<file path="src/rtl/cla_seq_adder_ctrl.sv">
// Multi-cycle adder/subtractor: one 8-bit carry-lookahead slice is reused
// byte by byte (LSB first) with the inter-slice carry held in a register.
module cla_seq_adder_ctrl #(
    parameter int WIDTH = 32
) (
    input  logic             clk,
    input  logic             rst_n,
    input  logic             in_valid,
    output logic             in_ready,
    input  logic [WIDTH-1:0] a,
    input  logic [WIDTH-1:0] b,
    input  logic             cin,
    input  logic             sub,
    output logic             out_valid,
    input  logic             out_ready,
    output logic [WIDTH-1:0] sum,
    output logic             cout,
    output logic             ovf,
    output logic             busy
);

    localparam int NSLICE = WIDTH / 8;
    localparam int IDX_W  = (NSLICE > 1) ? $clog2(NSLICE) : 1;
    localparam logic [IDX_W-1:0] LAST_IDX = IDX_W'(NSLICE - 1);

    localparam logic [1:0] IDLE = 2'd0;
    localparam logic [1:0] ADD  = 2'd1;
    localparam logic [1:0] DONE = 2'd2;

    logic [1:0]       state;
    logic [IDX_W-1:0] idx;
    logic             carry_q;
    logic [WIDTH-1:0] a_q;
    logic [WIDTH-1:0] b_q;

    logic [7:0] a_byte;
    logic [7:0] b_byte;
    logic [7:0] g_byte;
    logic [7:0] p_byte;
    logic [7:0] c_byte;
    logic [7:0] s_byte;

    // Each carry is a flat sum of products of g/p terms, so no carry ripples inside the slice.
    function automatic logic [7:0] cla_carries(input logic [7:0] g, input logic [7:0] p,
                                               input logic ci);
        logic [7:0] c;
        logic       term;
        c = '0;
        for (int i = 0; i < 8; i++) begin
            term = ci;
            for (int k = 0; k <= i; k++) term = term & p[k];
            c[i] = term;
            for (int j = 0; j <= i; j++) begin
                term = g[j];
                for (int k = j + 1; k <= i; k++) term = term & p[k];
                c[i] = c[i] | term;
            end
        end
        return c;
    endfunction

    always_comb begin
        a_byte = '0;
        b_byte = '0;
        for (int i = 0; i < NSLICE; i++) begin
            if (idx == IDX_W'(i)) begin
                a_byte = a_q[8*i +: 8];
                b_byte = b_q[8*i +: 8];
            end
        end
        g_byte = a_byte & b_byte;
        p_byte = a_byte ^ b_byte;
        c_byte = cla_carries(g_byte, p_byte, carry_q);
        s_byte = p_byte ^ {c_byte[6:0], carry_q};
    end

    always_ff @(posedge clk or negedge rst_n) begin
        if (!rst_n) begin
            state   <= IDLE;
            idx     <= '0;
            carry_q <= 1'b0;
            a_q     <= '0;
            b_q     <= '0;
            sum     <= '0;
            cout    <= 1'b0;
            ovf     <= 1'b0;
        end else begin
            case (state)
                IDLE: begin
                    if (in_valid) begin
                        a_q     <= a;
                        b_q     <= sub ? ~b : b;
                        carry_q <= sub ? 1'b1 : cin;
                        idx     <= '0;
                        state   <= ADD;
                    end
                end
                ADD: begin
                    for (int i = 0; i < NSLICE; i++) begin
                        if (idx == IDX_W'(i)) sum[8*i +: 8] <= s_byte;
                    end
                    carry_q <= c_byte[7];
                    idx     <= idx + IDX_W'(1);
                    if (idx == LAST_IDX) begin
                        cout  <= c_byte[7];
                        ovf   <= c_byte[7] ^ c_byte[6];
                        state <= DONE;
                    end
                end
                DONE: begin
                    if (out_ready) state <= IDLE;
                end
                default: state <= IDLE;
            endcase
        end
    end

    assign in_ready  = (state == IDLE);
    assign out_valid = (state == DONE);
    assign busy      = (state != IDLE);

endmodule

</file>
<file path="config.mk">
export PLATFORM = sky130hd
export DESIGN_NAME = cla_seq_adder_ctrl
export DESIGN_NICKNAME = d
export VERILOG_FILES = /design/src/rtl/cla_seq_adder_ctrl.sv
export SDC_FILE = /design/constraint.sdc
export NUM_CORES = 1
export LEC_CHECK = 0
export ABC_AREA = 1
export BUFFER_PORTS_ARGS = -buffer_cell sky130_fd_sc_hd__buf_4
export CORE_AREA = 8 8 105 107
export CTS_CLUSTER_DIAMETER = 50
export DETAILED_ROUTE_END_ITERATION = 12
export DIE_AREA = 0 0 113 115
export PLACE_DENSITY = 0.79
export SLEW_MARGIN = 15
export SYNTH_ARGS = -nofsm -noshare
export SYNTH_HDL_FRONTEND = slang
export SYNTH_SLANG_ARGS = --single-unit
</file>
<file path="constraint.sdc">
create_clock -name clk -period 4.05 [get_ports clk]
set_input_delay 0.405 -clock clk [delete_from_list [all_inputs] [get_ports clk]]
set_output_delay 0.405 -clock clk [all_outputs]
set_load 0.02 [all_outputs]
</file>
==> parameters.txt <==
Parameter                              Value

Critical path
  Required time of the critical path    4.29 ns
  Setup CP Type    reg -> reg
  Critical path buffers and inverters    1
  Length in cells of the worst reg-to-reg path    17
  Highest net fanout along the worst path    18
  Most numerous cell on the critical path    nand2_1
  Arrival time at the worst endpoint    approximately 3.7 ns
  Register-to-register setup slack    0.60 ns
  Nature of the critical path endpoint    flop
  Crit path launch    idx[1]$_DFFE_PN0P_
  CP max stage cell    ha_1
  Stage delay of the slowest cell on the critical path    ~0.42 ns
  Top delay family on crit path    simple AND/OR/NAND/NOR gates
  Terminus of the critical flop-to-flop path    sum[5]$_DFFE_PN0P_
  Critical Path Source Type    flop
  Worst flop-to-flop path startpoint    idx[1]$_DFFE_PN0P_
  Critical-path cell list    inv_1, ha_1, nor2_4, a221oi_1, o31ai_1, ha_1, ha_1, nand2_1, nand3b_1, nand2_1, nand2_1, nand2_1, nand2_2, a21oi_1, nand2_1, nand2_1, o21ai_0

Placement
  Worst setup timing slack at the placement stage    0.716 ns
  Detailed placer's ending HPWL    ~8800 um
  Number of buffers added on ports    106
  Routability Congestion    0.866

Yosys
  Synthesized netlist net count    just under 700
  Syn. warnings    0
  Fraction of synthesized cell area taken by the top area cell type    0.512
  Cell area after synthesis    5040 sq um
  Number of distinct library cells after synthesis    30
  Most used flip-flop cell after synthesis    dfrtp_1
  Mean Syn Cell Area    8.54 sq um
  Cell accounting for the most synthesized area    dfrtp_1
  Commonest cells post-synth    nand2_1 (228), dfrtp_1 (103), o21ai_0 (49), xnor2_1 (33)
  Number of flops mapped to enable cells by yosys    0
  Post-synthesis cell count    590
  Fraction of the yosys area taken by sequential cells    0.512
  Number of synthesized register bits    between 100 and 150
  Asr flop ratio synth    1.00
  Dominant cells by area after synthesis    dfrtp_1 (51%), nand2_1 (17%), xnor2_1 (5.7%), o21ai_0 (4.9%), ha_1 (3.2%)
  Cell with the most instances after synthesis    nand2_1

Clock tree
  H-tree depth    3
  TritonCTS clock tree    done
  TritonCTS Buffers    9
  Clock-pin slew of the registers on the worst-case setup and hold paths    0.10 ns
  Count of instances resized after the clock tree is built    0
  Clock root buffer    clkbuf_8
  Clock latency of the later-clocked register in the worst-skew pair    roughly 0.36 ns
  Sink Count    103
  Worst-case clock buffer depth    2
  Hold Buf Count CTS    0
  Post-CTS Setup Repair Bufs    0

Floorplanning
  Starting utilization of the core area    0.533
  Area of the die    13000 sq um
  Die Span Y    around 120 um
  Core Area    9460 sq um
  Row count    36
  Width of the die    113 um
  Top Ports    107

Global route
  Vias in the first global route    roughly 4.1k
  Overflow after GRT    0
  Maximum number of pins on one net before global-route repair    99
  Combined global-route utilization of all metal layers    0.184
  Global-route wire length before repair    roughly 19000 um
  Antenna violations before repair    0

Timing
  Fraction of the cycle the final worst path needs    0.851
  Highest clock rate    between 200 and 300 MHz
  Transition time at the pin with the least slew margin    0.840 ns
  Final Critical Period    3.45 ns
  Max-slew headroom    0.440
  Endpoints failing setup    0
  Worst-case clock skew    0.0105 ns
  Final max-slew violation count    0
  Sum Neg Setup Slack    0 ns
  Setup slack after layout    0.605 ns
  Number of hold-slack violations in the final timing report    0
  Unrepaired setup endpoints after global routing    false

Route
  Drt drc    0
  First-pass iteration count of the detailed router    5
  Routed Antenna Nets    0
  Total detailed-routing wirelength    11700 um
  Via density    5.20
  First-iteration detailed-routing DRC count    299
  Total vias in the final route    4148
  Per-cell routed wire length    14.6 um

Min path
  Hold Crit Class    in -> async

Power and ir drop
  Peak supply drop    0.000369 V
  Power density of the placed cells    893 nW/um^2
  Leakage power    3.06 nW
  Total power consumption of the routed design    0.00538 W

Cells and area
  Syn-to-layout area delta    19.6%
  Layout net count    roughly 760
  Antenna Cells    0
  Fraction of layout instances using a drive strength above 1    0.220

Status
  Run status    finished, final reports clean

Flow run
  Reported max-cap violation count    0
==> flip-flops by register name, summed over array words and instances, names as in the netlist <==
register,flops
carry_q,1
state,2
ovf,1
sum,32
a_q,32
b_q,32
idx,2
cout,1
==> cell type report <==
type | instances | area (sq um)
Clock buffer | 10 | 138
Clock inverter | 5 | 33.8
Fill cell | 831 | 3430
Inverter | 24 | 92.6
Multi-Input combinational cell | 432 | 2220
Sequential cell | 103 | 2580
Tap cell | 114 | 143
Timing Repair Buffer | 109 | 818
==> cells in the final DEF (no fill, tap or decap), types with 3 or more instances in the layout <==
| cell type | synthesis | routed |
|---|---|---|
| a21oi_1 | 25 | 25 |
| a221oi_1 | 8 | 8 |
| buf_4 | 1 | 109 |
| clkbuf_8 | 0 | 10 |
| dfrtp_1 | 103 | 103 |
| ha_1 | 13 | 13 |
| inv_1 | 17 | 17 |
| inv_2 | 6 | 6 |
| nand2_1 | 228 | 228 |
| nand2_2 | 5 | 5 |
| nand3_1 | 11 | 11 |
| nand4_1 | 3 | 3 |
| nor2_1 | 25 | 25 |
| nor2_4 | 6 | 6 |
| o21ai_0 | 49 | 49 |
| o21ai_2 | 4 | 4 |
| o31ai_1 | 9 | 9 |
| xnor2_1 | 33 | 33 |
==> worst max path at each step <==
| stage | endpoint | cells after the start |
|---|---|---|
| 2_1_floorplan | carry_q$_DFFE_PN0P_ | 18 |
| 3_3_place_gp | carry_q$_DFFE_PN0P_ | 18 |
| 3_5_place_dp | carry_q$_DFFE_PN0P_ | 19 |
| 4_1_cts | carry_q$_DFFE_PN0P_ | 19 |
| 5_1_grt | carry_q$_DFFE_PN0P_ | 19 |
| 6_report | sum[5]$_DFFE_PN0P_ | 17 |
==> per-layer routing <==
metal / GRT usage / vias up / routed length [um]
met5: 0 / - / 0
met4: 0.0462 / 0 / 129
met3: 0.0525 / 12 / 760
met2: 0.274 / 141 / 5200
met1: 0.257 / 1932 / 5570
li1: - / 2063 / -
==> metrics by stage <==
stage / std cells / cell area, sq um / utilization / hold WS, ns
finish: 797 / 6030 / 0.637 / 0.140
global route: 797 / 6030 / 0.637 / 0.195
CTS: 797 / 6030 / 0.637 / 0.165
detailed placement: 782 / 5860 / 0.619 / 0.466
global placement: 782 / 5860 / 0.619 / 0.459
floorplan: 590 / 5040 / - / 0.109
==> power by group <==
group          switching (W)  internal (W)  leakage (nW)
clock               0.000341      0.000237        0.0845
combinational        0.00191       0.00107          1.69
sequential          0.000306       0.00152          1.29
total                0.00256       0.00283          3.06
==> logic make-up (layout without fill, tap and decap cells) <==
family | Yosys count | after routing | share of synthesized area
buffers and inverters | 55 | 148 | 0.0467
AND/OR/NAND/NOR | 284 | 284 | 0.231
AO/OA/AOI/OAI | 99 | 99 | 0.113
adder cells (fa/ha/maj) | 14 | 14 | 0.0363
flip-flops | 103 | 103 | 0.512
XOR/XNOR | 35 | 35 | 0.0609
No activity file was read; power rests on OpenSTA's default activity.
